===== config.mk =====
export PLATFORM = sky130hd
export DESIGN_NAME = window_extrema_tracker_flat
export DESIGN_NICKNAME = d
export VERILOG_FILES = /design/src/rtl/window_extrema_tracker_if.sv /design/src/rtl/window_extrema_tracker.sv /design/src/flat_wrapper.sv
export SDC_FILE = /design/constraint.sdc
export NUM_CORES = 1
export LEC_CHECK = 0
export BUFFER_PORTS_ARGS = -buffer_cell sky130_fd_sc_hd__buf_2
export CORE_AREA = 2 2 68 70
export CTS_CLUSTER_DIAMETER = 30
export CTS_CLUSTER_SIZE = 14
export DETAILED_ROUTE_END_ITERATION = 7
export DIE_AREA = 0 0 70 72
export PLACE_DENSITY_LB_ADDON = 0.15
export SLEW_MARGIN = 20
export SYNTH_ARGS = -nofsm -noshare
export SYNTH_HDL_FRONTEND = slang
export SYNTH_SLANG_ARGS = --single-unit

===== constraint.sdc =====
create_clock -name clk -period 6.12 [get_ports clk]
set_input_delay 1.224 -clock clk [delete_from_list [all_inputs] [get_ports clk]]
set_output_delay 1.224 -clock clk [all_outputs]
set_load 0.05 [all_outputs]

===== src/rtl/window_extrema_tracker_if.sv =====
// Sample-in / result-out bundle for window_extrema_tracker.
// The master side is the environment; the slave side is the tracker itself.
interface window_extrema_tracker_if #(
    parameter int WIDTH   = 4,
    parameter int WIN_LEN = 8,
    parameter int IDX_W   = $clog2(WIN_LEN),
    parameter int CNT_W   = $clog2(WIN_LEN + 1)
);
    logic             start;
    logic             in_valid;
    logic [WIDTH-1:0] in_data;
    logic             in_ready;
    logic             out_valid;
    logic             out_ready;
    logic [WIDTH-1:0] out_max;
    logic [IDX_W-1:0] out_max_idx;
    logic [CNT_W-1:0] out_max_hits;
    logic [WIDTH-1:0] out_min;
    logic             busy;

    modport master (
        output start, in_valid, in_data, out_ready,
        input  in_ready, out_valid, out_max, out_max_idx, out_max_hits, out_min, busy
    );

    modport slave (
        input  start, in_valid, in_data, out_ready,
        output in_ready, out_valid, out_max, out_max_idx, out_max_hits, out_min, busy
    );
endinterface


===== src/rtl/window_extrema_tracker.sv =====
// Collects WIN_LEN unsigned samples and reports max, first max index, max hit
// count and min through a valid/ready result handshake.
module window_extrema_tracker #(
    parameter int WIDTH   = 4,
    parameter int WIN_LEN = 8,
    parameter int IDX_W   = $clog2(WIN_LEN),
    parameter int CNT_W   = $clog2(WIN_LEN + 1)
) (
    input  logic                    clk,
    input  logic                    rst_n,
    window_extrema_tracker_if.slave bus
);
    typedef enum logic [1:0] {IDLE, COLLECT, DONE} state_t;

    state_t           state_q, state_d;
    logic [IDX_W-1:0] cnt_q;
    logic [WIDTH-1:0] max_q, min_q;
    logic [IDX_W-1:0] idx_q;
    logic [CNT_W-1:0] hits_q;

    // Returns {a > b, a == b}, resolved at the first differing bit from the MSB,
    // matching the upstream magnitude-compare path.
    function automatic logic [1:0] cmp_msb(input logic [WIDTH-1:0] a, input logic [WIDTH-1:0] b);
        logic decided;
        logic gt;
        decided = 1'b0;
        gt      = 1'b0;
        for (int i = WIDTH - 1; i >= 0; i--) begin
            if (!decided && (a[i] != b[i])) begin
                decided = 1'b1;
                gt      = a[i];
            end
        end
        return {gt, !decided};
    endfunction

    logic [1:0] max_cmp, min_cmp;
    logic       accept, last;

    assign max_cmp = cmp_msb(bus.in_data, max_q);
    assign min_cmp = cmp_msb(min_q, bus.in_data);
    assign accept  = (state_q == COLLECT) && bus.in_valid;
    assign last    = (cnt_q == IDX_W'(WIN_LEN - 1));

    // NOTE: sequential state uses non-blocking assignments so every register
    // samples pre-edge values, independent of statement order.
    always_ff @(posedge clk or negedge rst_n) begin
        if (!rst_n) begin
            state_q <= IDLE;
        end else begin
            state_q <= state_d;
        end
    end

    // NOTE: the default assignment first keeps this block free of inferred latches.
    always_comb begin
        state_d = state_q;
        case (state_q)
            IDLE:    if (bus.start)            state_d = COLLECT;
            COLLECT: if (accept && last)       state_d = DONE;
            DONE:    if (bus.out_ready)        state_d = IDLE;
            default:                           state_d = IDLE;
        endcase
    end

    // NOTE: result registers are reset too, so outputs read 0 while rst_n is low.
    always_ff @(posedge clk or negedge rst_n) begin
        if (!rst_n) begin
            cnt_q  <= '0;
            max_q  <= '0;
            min_q  <= '0;
            idx_q  <= '0;
            hits_q <= '0;
        end else if (state_q == IDLE && bus.start) begin
            cnt_q <= '0;
        end else if (accept) begin
            if (cnt_q == '0) begin
                max_q  <= bus.in_data;
                min_q  <= bus.in_data;
                idx_q  <= '0;
                hits_q <= CNT_W'(1);
            end else begin
                if (max_cmp[1]) begin
                    max_q  <= bus.in_data;
                    idx_q  <= cnt_q;
                    hits_q <= CNT_W'(1);
                end else if (max_cmp[0]) begin
                    hits_q <= hits_q + 1'b1;
                end
                if (min_cmp[1]) min_q <= bus.in_data;
            end
            // Hold at WIN_LEN-1 so a power-of-two window never wraps the counter.
            if (!last) cnt_q <= cnt_q + 1'b1;
        end
    end

    assign bus.in_ready     = (state_q == COLLECT);
    assign bus.out_valid    = (state_q == DONE);
    assign bus.busy         = (state_q != IDLE);
    assign bus.out_max      = max_q;
    assign bus.out_max_idx  = idx_q;
    assign bus.out_max_hits = hits_q;
    assign bus.out_min      = min_q;
endmodule


===== src/flat_wrapper.sv =====
// flat-port wrapper written by rule: the top's interface ports become plain ports
module window_extrema_tracker_flat 
#(
    parameter int WIDTH   = 4,
    parameter int WIN_LEN = 8,
    parameter int IDX_W   = $clog2(WIN_LEN),
    parameter int CNT_W   = $clog2(WIN_LEN + 1)
)
  (clk, rst_n, bus_start, bus_in_valid, bus_in_data, bus_out_ready, bus_in_ready, bus_out_valid, bus_out_max, bus_out_max_idx, bus_out_max_hits, bus_out_min, bus_busy);
  window_extrema_tracker_if #(.WIDTH(WIDTH), .WIN_LEN(WIN_LEN), .IDX_W(IDX_W), .CNT_W(CNT_W)) bus_i ();
  input  logic clk;
  input  logic rst_n;
  input wire logic [$bits(bus_i.start)-1:0] bus_start;
  input wire logic [$bits(bus_i.in_valid)-1:0] bus_in_valid;
  input wire logic [$bits(bus_i.in_data)-1:0] bus_in_data;
  input wire logic [$bits(bus_i.out_ready)-1:0] bus_out_ready;
  output wire logic [$bits(bus_i.in_ready)-1:0] bus_in_ready;
  output wire logic [$bits(bus_i.out_valid)-1:0] bus_out_valid;
  output wire logic [$bits(bus_i.out_max)-1:0] bus_out_max;
  output wire logic [$bits(bus_i.out_max_idx)-1:0] bus_out_max_idx;
  output wire logic [$bits(bus_i.out_max_hits)-1:0] bus_out_max_hits;
  output wire logic [$bits(bus_i.out_min)-1:0] bus_out_min;
  output wire logic [$bits(bus_i.busy)-1:0] bus_busy;
  assign bus_i.start = bus_start;
  assign bus_i.in_valid = bus_in_valid;
  assign bus_i.in_data = bus_in_data;
  assign bus_i.out_ready = bus_out_ready;
  assign bus_in_ready = bus_i.in_ready;
  assign bus_out_valid = bus_i.out_valid;
  assign bus_out_max = bus_i.out_max;
  assign bus_out_max_idx = bus_i.out_max_idx;
  assign bus_out_max_hits = bus_i.out_max_hits;
  assign bus_out_min = bus_i.out_min;
  assign bus_busy = bus_i.busy;
  window_extrema_tracker #(.WIDTH(WIDTH), .WIN_LEN(WIN_LEN), .IDX_W(IDX_W), .CNT_W(CNT_W)) u_core (.clk(clk), .rst_n(rst_n), .bus(bus_i));
endmodule

# [Yosys cells after proc, flatten, opt, wreduce, memory -nomap -nowiden]
# Index checks and enable logic that the tools add are counted.
[op_classes] addsub=2 mul=0 n_div=0 magnitude_cmp=0 n_eq_ne=16 shift=0 mux=31 n_bitwise=1 reduce_logical=26
[ops] operator="2-to-1 mux 4 bit" count=7
[ops] operator="2-to-1 mux 1 bit" count=15
[ops] operator="2-to-1 mux 3 bit" count=5
[ops] operator="AND reduction 3 bit" count=4
[ops] operator="logical AND 1 bit" count=9
[ops] operator="!= test 1 bit" count=8
[ops] operator="nonzero test 2 bit" count=4
[ops] operator="logical NOT 1 bit" count=6
[ops] operator="2-to-1 mux 2 bit" count=3
[ops] operator="!= test 2 bit, second input constant" count=3
[ops] operator="one-hot mux 2 bit (3 select lines)" count=1
[ops] operator="adder 4 x 1 -> 4 bit, second input constant" count=1
[ops] operator="adder 3 x 1 -> 3 bit, second input constant" count=1
[ops] operator="equality test 3 bit, second input constant" count=1
[ops] operator="logical NOT 3 bit" count=1
[ops] operator="!= test 3 x 2 -> 1 bit, second input constant" count=1
[ops] operator="equality test 2 x 1 -> 1 bit, second input constant" count=1
[ops] operator="equality test 2 bit, second input constant" count=1
[ops] operator="logical NOT 2 bit" count=1
[ops] operator="!= test 2 x 1 -> 1 bit, second input constant" count=1
[ops] operator="AND reduction 2 bit" count=1
[ops] operator="NOT 1 bit" count=1
[word_totals] regBits=20 latch_bits=0 mem_bits_rw=0 mem_bits_ro=0 inputBits=9 output_inout_bits=18 word_cells=82 memories=0

# [Depth between registers and ports, before layout]
[depth] ltp_word=14 ltp_mapped=7 ltp_nobuf=7

# [Worst setup path after synthesis]
# OpenSTA, ideal clock, no wires.
[synth_timing] kind="input to register" start="input port bus_in_data[3]" end="register u_core.max_q[0], in the netlist u_core.bus.out_max[0]" setup_ns=0.125 arrival_time_ns=2.775 t_required_ns=5.995 path_slack_ns=3.220 path_stages=6 cell_sequence="ha_1 -> nand3b_1 -> a32oi_1 -> o32ai_1 -> nor3_4 -> mux2_2"
[synth_via] elab_chain_len=13
[synth_lines] element="from (decl)" line_no="flat_wrapper.sv:15" source="input wire logic [$bits(bus_i.in_data)-1:0] bus_in_data;"
[synth_lines] element="!= test 1 bit" line_no="window_extrema_tracker.sv:29" source="if (!decided && (a[i] != b[i])) begin"
[synth_lines] element="2-to-1 mux 1 bit" line_no="window_extrema_tracker.sv:29"
[synth_lines] element="logical NOT 1 bit" line_no="window_extrema_tracker.sv:29"
[synth_lines] element="logical AND 1 bit" line_no="window_extrema_tracker.sv:29"
[synth_lines] element="2-to-1 mux 1 bit" line_no="window_extrema_tracker.sv:29"
[synth_lines] element="logical NOT 1 bit" line_no="window_extrema_tracker.sv:29"
[synth_lines] element="logical AND 1 bit" line_no="window_extrema_tracker.sv:29"
[synth_lines] element="2-to-1 mux 1 bit" line_no="window_extrema_tracker.sv:29"
[synth_lines] element="logical NOT 1 bit" line_no="window_extrema_tracker.sv:29"
[synth_lines] element="logical AND 1 bit" line_no="window_extrema_tracker.sv:29"
[synth_lines] element="2-to-1 mux 1 bit *" line_no="window_extrema_tracker.sv:29"
[synth_lines] element="nonzero test 2 bit (no line) *"
[synth_lines] element="AND reduction 3 bit (no line) *"
[synth_lines] element="to (signal assigned)" line_no="window_extrema_tracker.sv:78" source="max_q <= bus.in_data;"
[synth_lines] element="to (signal assigned)" line_no="window_extrema_tracker.sv:84" source="max_q <= bus.in_data;"
[synth_lines] element="to (decl)" line_no="window_extrema_tracker.sv:17" source="logic [WIDTH-1:0] max_q, min_q;"
# Every way passes the cells marked *; elsewhere a longest branch is shown, timed or not.
# A chain may end at the register's enable or synchronous reset.

# [Worst setup path after layout]
[layout_timing] start="input port bus_in_data[3]" end="register u_core.idx_q[2], in the netlist u_core.bus.out_max_idx[2]"
[layout_via] elab_chain_len=13
[layout_lines] element="!= test 1 bit" line_no="window_extrema_tracker.sv:29"
[layout_lines] element="2-to-1 mux 1 bit" line_no="window_extrema_tracker.sv:29"
[layout_lines] element="logical NOT 1 bit" line_no="window_extrema_tracker.sv:29"
[layout_lines] element="logical AND 1 bit" line_no="window_extrema_tracker.sv:29"
[layout_lines] element="2-to-1 mux 1 bit" line_no="window_extrema_tracker.sv:29"
[layout_lines] element="logical NOT 1 bit" line_no="window_extrema_tracker.sv:29"
[layout_lines] element="logical AND 1 bit" line_no="window_extrema_tracker.sv:29"
[layout_lines] element="2-to-1 mux 1 bit" line_no="window_extrema_tracker.sv:29"
[layout_lines] element="logical NOT 1 bit" line_no="window_extrema_tracker.sv:29"
[layout_lines] element="logical AND 1 bit" line_no="window_extrema_tracker.sv:29"
[layout_lines] element="2-to-1 mux 1 bit *" line_no="window_extrema_tracker.sv:29"
[layout_lines] element="nonzero test 2 bit (no line) *"
[layout_lines] element="AND reduction 3 bit (no line) *"
[layout_lines] element="to (signal assigned)" line_no="window_extrema_tracker.sv:85" source="idx_q <= cnt_q;"
[layout_lines] element="to (decl)" line_no="window_extrema_tracker.sv:18" source="logic [IDX_W-1:0] idx_q;"
# Marked as above.

==> flow_summary.toml <==
[hold_path]
hold_path.class = "flop to flop"

[timing]
hold_viol_final = 0
worstMarginPinSlew_ns = 0.579
max-slew-margin-rel = 0.613
period_needed_ns = 2.95
period_share = 0.482
setup_viol = 0
fmax_mhz = 339
fin_ws_ns = 3.17
rsz0062_at_grt = "false"
drv_slew = 0
setup_tns_ns = 0
holdWs_ns = 0.479
skew_ns = 0.00377

[global_route]
grt_max_degree = 21
grt_first_pass_wirelength_mm = 4.20
gr-total-overflow = 0
grtUsageTotal = 0.104
grt_pass1_vias = 948
antenna_found_initial = 0

[cts]
worstSkewPairLatency_ns = 0.25
clk_path_buf_depth = 2
cts_setup_buffers = 0
clkSinkCount = 20
clk_pin_slew_worst_paths_ns = 0.07
htreeDepth = 1
cts_hold_buffers = 0
cts_tree = "yes"
cts_buffers = 3
cts_resized = 0
root_buffer = "clkbuf_8"

[drt]
drt-total-wl_mm = 2.45
num_vias = 914
drcViolationCount = 0
drtIter0Drc = 28
wl_per_cell_microns = 12.7
via_per_inst = 4.74
first_pass_iters = 4
ant_nets = 0

[floorplan]
fp.dieW_microns = 70
die_area_sq_mm = 0.00504
start_util = 0.265
core_sq_mm = 0.00426
rows = 24
pin_count = 27
die_h_microns = 72

[finish]
nFillCells = 467
area_growth_pct = 20.9
multi_input_area_sq_um = 586
nNetsFinal = 158
n_antenna_cell = 0
final_core_util = 0.321
seqCellArea_sq_um = 500
layout-drive-gt1-share = 0.270

[yosys]
synth_compound_area_frac = 0.144
synth_most_common_cell = "dfrtp_1"
synth_top_area_frac = 0.442
syn_area_sq_mm = 0.00113
ys_warn_count = 0
synthMuxAreaShare = 0.0962
synth.avg_cell_area_sq_um = 10.1
synth_commonest_cells = "20 x dfrtp_1, 12 x inv_1, 9 x nand2_1"
synth_seq_area_share = 0.442
synth-adder-area-share = 0.0664
ys_async_sr_fraction = 1.00
synth_edf_count = 0
syn_nets = 127
synth_ff_type = "dfrtp_1"
synth_cells = 112
synth-xor-area-share = 0.0310
synth-simple-area-share = 0.180
ys_ff_latch = 20
synth_area_leaders = "dfrtp_1 44%, mux2_2 7.0%, ha_1 6.6%"
synth_top_area_cell = "dfrtp_1"
yosysUniqueCellTypes = 32
synth_top_family_by_area = "simple AND/OR/NAND/NOR gates"

[place]
preCtsSetupSlack_ns = 2.92
place.gp.congestion = 0.777
port_buffers = 26
place_hpwl_mm = 1.91

[setup_path]
cp_data_required_time_ns = 6.26
cp-end-kind = "flop"
path_max_fanout = 7
crit_type = "primary input to flop"
worst-endpoint-arrival_ns = 3.09
startpoint_type = "primary input"

[status]
status = "finished, final reports clean"

[run]
maxCapViolations = 0

[power_and_ir_drop]
p_per_area_mw_per_mm2 = 595
ir_drop_mv = 0.252
p_leak_uw = 0.000628
routing by layer:
| layer | vias up | part of all wire | global-route usage |
|---|---|---|---|
| met1 | 434 | 0.45 | 0.124 |
| li1 | 458 | - | - |
| met2 | 20 | 0.48 | 0.177 |
| met4 | 0 | 0.0069 | 0.0342 |
| met3 | 2 | 0.057 | 0.0361 |
| met5 | - | 0 | 0 |
final cells by class:
type	instances	share of cell area
inverter	12	0.0329
clock buffer	3	0.0302
sequential	20	0.366
multi-input combinational	80	0.428
timing repair buffer	26	0.0952
tap	52	0.0476
through the flow:
stage               instances  power (uW)  cell area (sq um)
floorplan                 112         625               1130
global placement          190         730               1330
detailed placement        190         737               1330
CTS                       193         826               1370
global route              193         878               1370
finish                    193         814               1370
state kept, by name (all words and copies together) (netlist names):
signal                   count
u_core.bus.out_max_hits      4
u_core.cnt_q                 3
u_core.bus.out_max_idx       3
u_core.bus.out_min           4
u_core.bus.out_max           4
u_core.state_q               2
worst paths after layout:
| kind | from | to | slack (ns) | cells after the start |
|---|---|---|---|---|
| max | bus_in_data[3] | u_core.bus.out_max_idx[2] | 3.17 | 7 |
| min | u_core.bus.out_max_hits[3] | u_core.bus.out_max_hits[3] | 0.48 | 1 |
| max reg2reg | u_core.bus.out_max[3] | u_core.bus.out_max_idx[2] | 3.84 | 7 |
| min reg2reg | u_core.bus.out_max_hits[3] | u_core.bus.out_max_hits[3] | 0.48 | 1 |
| max in group asynchronous | rst_n | u_core.cnt_q[2] | 4.88 | 1 |
| min in group asynchronous | rst_n | u_core.bus.out_min[3] | 0.91 | 1 |
logic make-up after synthesis:
| logic type | Yosys count |
|---|---|
| XOR/XNOR | 4 |
| flip-flops | 20 |
| AO/OA/AOI/OAI | 24 |
| adder cells (fa/ha/maj) | 6 |
| buffers and inverters | 12 |
| AND/OR/NAND/NOR | 36 |
| multiplexers | 10 |
power by group:
| group | internal (uW) | total (uW) | leakage, uW | switching, uW |
|---|---|---|---|---|
| clock | 43.8 | 85.0 | 0.0000216 | 41.2 |
| sequential | 187 | 236 | 0.000244 | 48.9 |
| combinational | 159 | 493 | 0.000362 | 334 |
worst max-delay path, cell delays in order:
cell	delay [ns]
buf_2	0.11
ha_1	0.34
nand3b_1	0.09
a32oi_1	0.28
o32ai_1	0.20
nor3_4	0.45
mux2_2	0.39
placed cells by master (no fill, tap or decap), types with 2 or more instances in the layout:
cell      netlist  final
nand3_1         4      4
mux2_2          7      7
o21bai_1        3      3
ha_1            6      6
o21ai_0         4      4
or2b_1          2      2
dfrtp_1        20     20
nor3b_1         2      2
a21oi_1         3      3
nor2b_1         2      2
mux2i_1         3      3
a31oi_1         5      5
nand2_1         9      9
nand2b_1        2      2
xnor2_1         3      3
inv_1          12     12
buf_2           0     26
a32oi_1         2      2
nor2_1          6      6
clkbuf_8        0      3
nand3b_1        4      4
Power figures use the tool's default switching activity.
